<file path="config.mk">
export PLATFORM = sky130hd
export DESIGN_NAME = csr_access_arb
export DESIGN_NICKNAME = d
export VERILOG_FILES = /design/src/rtl/csr_access_arb_pkg.sv /design/src/rtl/csr_rmw_alu.sv /design/src/rtl/csr_access_arb.sv
export SDC_FILE = /design/constraint.sdc
export NUM_CORES = 1
export LEC_CHECK = 0
export BUFFER_PORTS_ARGS = -buffer_cell sky130_fd_sc_hd__buf_2
export CORE_UTILIZATION = 45
export CTS_BUF_LIST = sky130_fd_sc_hd__clkbuf_2
export DETAILED_ROUTE_END_ITERATION = 10
export HOLD_SLACK_MARGIN = 0.05
export PLACE_DENSITY = 0.74
export SETUP_SLACK_MARGIN = 0.1
export SLEW_MARGIN = 20
export SYNTH_ARGS = -nofsm -noshare
export SYNTH_HDL_FRONTEND = slang
export SYNTH_SLANG_ARGS = --single-unit
</file>
<file path="constraint.sdc">
create_clock -name clk -period 2.1 [get_ports clk]
set_input_delay 0.21 -clock clk [delete_from_list [all_inputs] [get_ports clk]]
set_output_delay 0.21 -clock clk [all_outputs]
set_load 0.05 [all_outputs]
</file>
<file path="src/rtl/csr_access_arb_pkg.sv">
// Shared widths, CSR op encodings and FSM state type for the CSR access arbiter.
package csr_access_arb_pkg;

    localparam int unsigned XLEN          = 32;
    localparam int unsigned CSR_IDX_WIDTH = 12;

    typedef enum logic [1:0] {
        CSR_OP_RD = 2'b00,
        CSR_OP_RW = 2'b01,
        CSR_OP_RS = 2'b10,
        CSR_OP_RC = 2'b11
    } csr_op_e;

    typedef enum logic [1:0] {
        ST_IDLE  = 2'b00,
        ST_READ  = 2'b01,
        ST_WRITE = 2'b10,
        ST_RESP  = 2'b11
    } arb_state_e;

endpackage

</file>
<file path="src/rtl/csr_rmw_alu.sv">
// Read-modify-write value for a CSR access: RW replaces, RS sets bits, RC clears bits.
module csr_rmw_alu
    import csr_access_arb_pkg::*;
(
    input  logic [1:0]      i_op,
    input  logic [XLEN-1:0] i_rdata,
    input  logic [XLEN-1:0] i_wdata,
    output logic [XLEN-1:0] o_wdata
);

    always_comb begin
        o_wdata = i_rdata;
        case (csr_op_e'(i_op))
            CSR_OP_RW: o_wdata = i_wdata;
            CSR_OP_RS: o_wdata = i_rdata | i_wdata;
            CSR_OP_RC: o_wdata = i_rdata & ~i_wdata;
            default:   o_wdata = i_rdata;
        endcase
    end

endmodule

</file>
<file path="src/rtl/csr_access_arb.sv">
// Arbitrates the CSR file port between core and debug, sequencing each access as
// read, optional write-back, then a held response to the owning requester.
module csr_access_arb
    import csr_access_arb_pkg::*;
#(
    parameter int unsigned STARVE_LIM = 4,
    parameter int unsigned CNT_W      = 3
) (
    input  logic                     clk,
    input  logic                     rst_n,

    input  logic                     core_req_valid,
    output logic                     core_req_ready,
    input  logic [1:0]               core_req_op,
    input  logic [CSR_IDX_WIDTH-1:0] core_req_idx,
    input  logic [XLEN-1:0]          core_req_wdata,
    output logic                     core_rsp_valid,
    input  logic                     core_rsp_ready,
    output logic [XLEN-1:0]          core_rsp_rdata,
    output logic                     core_rsp_ilgl,

    input  logic                     dbg_req_valid,
    output logic                     dbg_req_ready,
    input  logic [1:0]               dbg_req_op,
    input  logic [CSR_IDX_WIDTH-1:0] dbg_req_idx,
    input  logic [XLEN-1:0]          dbg_req_wdata,
    output logic                     dbg_rsp_valid,
    input  logic                     dbg_rsp_ready,
    output logic [XLEN-1:0]          dbg_rsp_rdata,
    output logic                     dbg_rsp_ilgl,

    output logic                     csr_rd_en,
    output logic                     csr_wr_en,
    output logic [CSR_IDX_WIDTH-1:0] csr_idx,
    output logic [XLEN-1:0]          csr_cmd_wdata,
    input  logic [XLEN-1:0]          csr_cmd_rdata,
    input  logic                     csr_access_ilgl
);

    localparam logic [CNT_W-1:0] LIM = CNT_W'(STARVE_LIM);

    arb_state_e          r_state;
    csr_op_e             r_op;
    logic [XLEN-1:0]     r_wdata;
    logic [XLEN-1:0]     r_rdata;
    logic                r_ilgl;
    logic                r_owner_dbg;
    logic [CNT_W-1:0]    r_cnt;

    logic                w_idle;
    logic                w_core_win;
    logic                w_core_gnt;
    logic                w_dbg_gnt;
    logic                w_rsp_hs;
    logic                w_rsp_ilgl;
    logic [XLEN-1:0]     w_rsp_rdata;
    logic [XLEN-1:0]     w_alu_wdata;

    // Ready is gated by rst_n so both requesters see ready=0 while reset is held.
    assign w_idle     = (r_state == ST_IDLE) && rst_n;
    assign w_core_win = core_req_valid && (!dbg_req_valid || (r_cnt == LIM));
    assign w_core_gnt = w_idle && w_core_win;
    assign w_dbg_gnt  = w_idle && dbg_req_valid && !w_core_win;

    assign core_req_ready = w_core_gnt;
    assign dbg_req_ready  = w_dbg_gnt;

    assign w_rsp_hs = r_owner_dbg ? (dbg_rsp_valid && dbg_rsp_ready)
                                  : (core_rsp_valid && core_rsp_ready);

    // Response can be launched from READ (live file data) or WRITE (captured data).
    assign w_rsp_ilgl  = (r_state == ST_READ) ? csr_access_ilgl : r_ilgl;
    assign w_rsp_rdata = w_rsp_ilgl ? '0 :
                         ((r_state == ST_READ) ? csr_cmd_rdata : r_rdata);

    csr_rmw_alu u_rmw_alu (
        .i_op    (r_op),
        .i_rdata (csr_cmd_rdata),
        .i_wdata (r_wdata),
        .o_wdata (w_alu_wdata)
    );

    always_ff @(posedge clk or negedge rst_n) begin
        if (!rst_n) begin
            r_state        <= ST_IDLE;
            r_op           <= CSR_OP_RD;
            r_wdata        <= '0;
            r_rdata        <= '0;
            r_ilgl         <= 1'b0;
            r_owner_dbg    <= 1'b0;
            r_cnt          <= '0;
            csr_rd_en      <= 1'b0;
            csr_wr_en      <= 1'b0;
            csr_idx        <= '0;
            csr_cmd_wdata  <= '0;
            core_rsp_valid <= 1'b0;
            core_rsp_rdata <= '0;
            core_rsp_ilgl  <= 1'b0;
            dbg_rsp_valid  <= 1'b0;
            dbg_rsp_rdata  <= '0;
            dbg_rsp_ilgl   <= 1'b0;
        end else begin
            case (r_state)
                ST_IDLE: begin
                    if (w_core_gnt || w_dbg_gnt) begin
                        r_op        <= csr_op_e'(w_dbg_gnt ? dbg_req_op : core_req_op);
                        csr_idx     <= w_dbg_gnt ? dbg_req_idx : core_req_idx;
                        r_wdata     <= w_dbg_gnt ? dbg_req_wdata : core_req_wdata;
                        r_owner_dbg <= w_dbg_gnt;
                        csr_rd_en   <= 1'b1;
                        r_state     <= ST_READ;
                    end
                    if (w_core_gnt) begin
                        r_cnt <= '0;
                    end else if (w_dbg_gnt && core_req_valid && (r_cnt != LIM)) begin
                        r_cnt <= r_cnt + 1'b1;
                    end
                end
                ST_READ: begin
                    csr_rd_en <= 1'b0;
                    r_rdata   <= csr_cmd_rdata;
                    r_ilgl    <= csr_access_ilgl;
                    if (csr_access_ilgl || (r_op == CSR_OP_RD)) begin
                        core_rsp_valid <= !r_owner_dbg;
                        core_rsp_rdata <= r_owner_dbg ? '0 : w_rsp_rdata;
                        core_rsp_ilgl  <= !r_owner_dbg && w_rsp_ilgl;
                        dbg_rsp_valid  <= r_owner_dbg;
                        dbg_rsp_rdata  <= r_owner_dbg ? w_rsp_rdata : '0;
                        dbg_rsp_ilgl   <= r_owner_dbg && w_rsp_ilgl;
                        r_state        <= ST_RESP;
                    end else begin
                        csr_wr_en     <= 1'b1;
                        csr_cmd_wdata <= w_alu_wdata;
                        r_state       <= ST_WRITE;
                    end
                end
                ST_WRITE: begin
                    csr_wr_en      <= 1'b0;
                    csr_cmd_wdata  <= '0;
                    core_rsp_valid <= !r_owner_dbg;
                    core_rsp_rdata <= r_owner_dbg ? '0 : w_rsp_rdata;
                    core_rsp_ilgl  <= !r_owner_dbg && w_rsp_ilgl;
                    dbg_rsp_valid  <= r_owner_dbg;
                    dbg_rsp_rdata  <= r_owner_dbg ? w_rsp_rdata : '0;
                    dbg_rsp_ilgl   <= r_owner_dbg && w_rsp_ilgl;
                    r_state        <= ST_RESP;
                end
                ST_RESP: begin
                    if (w_rsp_hs) begin
                        core_rsp_valid <= 1'b0;
                        core_rsp_rdata <= '0;
                        core_rsp_ilgl  <= 1'b0;
                        dbg_rsp_valid  <= 1'b0;
                        dbg_rsp_rdata  <= '0;
                        dbg_rsp_ilgl   <= 1'b0;
                        r_state        <= ST_IDLE;
                    end
                end
                default: r_state <= ST_IDLE;
            endcase
        end
    end

endmodule

</file>
==> impl_metrics.env <==
export IMPL_outcome="finished with violations"
export IMPL_failed_checks="negative setup slack"
export IMPL_synth_mux_area_share_pct=4.99
export IMPL_worst_pin_slew_ps=937
export IMPL_crit_path_end_kind="output port"
export IMPL_synth_ff_latch_count=187
export IMPL_floorplan_rows=47
export IMPL_layout_drive_gt1_share_pct=35.4
export IMPL_synth_simple_gate_area_share_pct=2.12
export IMPL_design_core_area_mm2=0.0166
export IMPL_synth_top_area_share_pct=60.6
export IMPL_port_buffers=246
export IMPL_routed_via_count=7237
export IMPL_synth_compound_area_share_pct=23.8
export IMPL_syn_cell_area_mm2=0.00772
export IMPL_postRouteAntennaNets=0
export IMPL_layoutNonFillerInstCount=1266
export IMPL_min_delay_path_depth=4
export IMPL_die_area_mm2=0.0177
export IMPL_main_combinational_cell_family_by_area_after_synthesis="compound AO/OA/AOI/OAI gates"
export IMPL_nFillCells=1148
export IMPL_postSynth_asyncResetShare_pct=100
export IMPL_drt_pre_antenna_iters=9
export IMPL_maximum_resistive_drop_on_vdd_v=0.00105
export IMPL_hold_class="in -> reg"
export IMPL_path_clk_slew_ps=290
export IMPL_synth_edff_count=0
export IMPL_most_used_flip_flop_cell_after_synthesis="dfrtp_1"
export IMPL_chipWidth_um=133
export IMPL_yosysWarnings=0
export IMPL_synth_cells=620
export IMPL_hold_viol=0
export IMPL_detailedRoute_firstIterationViolations=942
export IMPL_grt_pass1_wl_um=39400
export IMPL_required_ps=1890
export IMPL_critPathLaunchType="flip-flop"
export IMPL_regArea_mm2=0.00468
export IMPL_timing_critical_path_slowest_stage_cell="dfrtp_1"
export IMPL_h_tree_depth=4
export IMPL_worst_path_largest_cell_delay_ps=460
export IMPL_clkSinkCount=187
export IMPL_clock_latency_ps=760
export IMPL_pwr_density_cell_mw_per_mm2=1640
export IMPL_cp_data_arrival_time_ps=2020
export IMPL_io_pins=247
export IMPL_maximum_fanout_along_the_worst_path=3
export IMPL_grt_antenna_before_repair=3
export IMPL_final_setup_tns_ps=-236
export IMPL_cts_inserted_buffers=17
export IMPL_timing_hold_ws_ps=168
export IMPL_synth_largest_area_cell="dfrtp_1"
export IMPL_reg2reg_slack_ps=70
export IMPL_area_growth_syn_to_layout_pct=49.5
export IMPL_dpl_hpwl_um=15000
export IMPL_synth_distinct_cells=40
export IMPL_max_clock_freq_mhz=448
export IMPL_relSlewSlack_pct=37.5
export IMPL_finalSetupViolCount=2
export IMPL_timing_reg2reg_worst_path_depth=9
export IMPL_die_height_um=133
export IMPL_cts_root_buffer_cell="clkbuf_2"
export IMPL_fin_worst_skew_ps=37.9
export IMPL_multiInputGateArea_mm2=0.00264
export IMPL_number_of_global_route_vias_before_repair=7163
export IMPL_synth_adder_area_share_pct=1.13
export IMPL_setup_ws_ps=-131
export IMPL_fraction_of_synthesized_cell_area_in_xor_and_xnor_cells_pct=0.113
export IMPL_place_detailed_instances=1066
export IMPL_synth_area_leaders="dfrtp_1 61%, o2bb2ai_1 7.7%, a222oi_1 6.0%"
export IMPL_starting_utilization_of_the_core_area_pct=46.4
export IMPL_period_needed_ps=2230
export IMPL_cp_common_cell="buf_6"
export IMPL_globalRouteTotalUtil_pct=29.4
export IMPL_final_period_utilization_pct=106
export IMPL_grt_start_max_net_pins=179
export IMPL_worstPathCellList="inv_2, buf_6, ha_4, nand3_4, nor2_4, buf_6, buf_8"
export IMPL_remaining_drc_errors=0
export IMPL_avgViaCountPerCell=5.72
export IMPL_path_class="reg -> out"
export IMPL_synth_net_count=758
export IMPL_place_congestion=0.877
export IMPL_wl_um=27500
export IMPL_grt_remaining_overflow=0
export IMPL_cts_tree="yes"
export IMPL_clk_path_buf_depth=2
export IMPL_max_slew_violations=0
export IMPL_syn_area_per_cell_um2=12.5
export IMPL_rsz0062_at_grt="true"
export IMPL_post_drt_wl_per_cell_um=21.7
export IMPL_cap_violations=0
export IMPL_place_worst_setup_slack_ps=95.4
export IMPL_final_nets=1168
export IMPL_ys_seq_area_share_pct=60.6
export IMPL_cellLeakagePower_nw=5.97
## registers in the layout, summed over array words and instances (netlist names), 2 cells and up
signal and count:
r_wdata 32, r_rdata 32, core_rsp_rdata 32, csr_idx 12
r_cnt 3, r_state 2, dbg_rsp_rdata 32, csr_cmd_wdata 32
r_op 2
## cell families after synthesis
family / count (synthesis)
and+or+nand+nor: 30
xor gates and xnor gates: 1
AOI/OAI and AO/OA: 224
adders and majority gates: 7
buffers and inverters: 133
muxes: 38
DFF: 187
## cell type report
class	instances	area share, %
Clock buffer	17	0.737
Inverter	87	2.87
Timing Repair Buffer	437	29.0
Clock inverter	15	1.51
Multi-Input combinational cell	300	22.9
Sequential cell	187	40.6
Antenna cell	3	0.0651
Tap cell	220	2.39
## what timing repair did
item                                    4_1_cts  5_1_grt
cloned                                        0        7
endpoints found under the setup margin       14      256
pin swaps                                     2        9
hold buffers                                134        0
buffers inserted                             11       17
hold endpoints to repair                    372        0
gates resized for setup                      21       25
## worst max-delay path, delay by kind of cell, from the launching register on
kind / cells / cell delay (ps)
adders and majority gates: 1 / 160
buffers and inverters: 4 / 420
DFF: 1 / 460
and+or+nand+nor: 2 / 220
## where the power goes
part	switching [mW]	internal [mW]	leakage, nW
logic	7.14	3.80	3.40
registers	0.981	5.11	2.42
clock network	1.40	0.503	0.146
total	9.52	9.41	5.97
## cell usage after synthesis (2+ instances only)
library cell	number
dfrtp_1	187
inv_1	86
o2bb2ai_1	68
a222oi_1	46
a21oi_1	36
mux2i_1	34
clkbuf_1	21
o21ai_0	21
a22o_1	18
a22oi_1	14
buf_2	12
o2bb2ai_2	10
buf_4	9
nand2_1	9
ha_1	7
nor2_1	5
mux2_2	4
nand3_1	4
buf_1	3
o211ai_1	3
a21o_1	2
nor2b_1	2
nor3b_1	2
## path summary, 6_finish.rpt
check                          startpoint                to
max                            r_state[1]    core_req_ready
min in group asynchronous           rst_n          r_cnt[1]
max reg2reg                      r_cnt[0]       r_wdata[24]
min                        dbg_req_idx[9]        csr_idx[9]
max in group asynchronous           rst_n  dbg_rsp_rdata[0]
min reg2reg                     csr_wr_en         csr_wr_en
## placed cells by master, fill, tap and decap left out, types with 8 or more instances in the layout
master,count
a21oi_1,36
a222oi_1,46
a22o_1,18
a22oi_1,14
buf_12,12
buf_2,243
buf_4,30
buf_6,8
clkbuf_2,17
dfrtp_1,187
dlygate4sd3_1,133
inv_1,82
mux2i_1,34
nand2_1,9
o21ai_0,20
o2bb2ai_1,67
o2bb2ai_2,10
## stage by stage
| step | instance area, µm² | total power, mW | utilization [%] |
|---|---|---|---|
| 2_1_floorplan | 7720 | 12.7 | - |
| 3_3_place_gp | 9380 | 15.1 | 56.3 |
| 3_5_place_dp | 9380 | 15.3 | 56.3 |
| 4_1_cts | 11100 | 17.6 | 66.9 |
| 5_1_grt | 11500 | 19.8 | 69.3 |
| 6_report | 11500 | 18.9 | 69.3 |
## routing by layer
metal  vias up  global-route usage (%)  part of all wire [%]
met4         0                    17.3                   4.7
met1      3561                    37.6                    39
met5         -                       0                     0
met2       441                    45.6                    47
li1       3139                       -                     -
met3        96                    7.20                   8.6
Note: power is estimated with default switching activity, not from simulation.
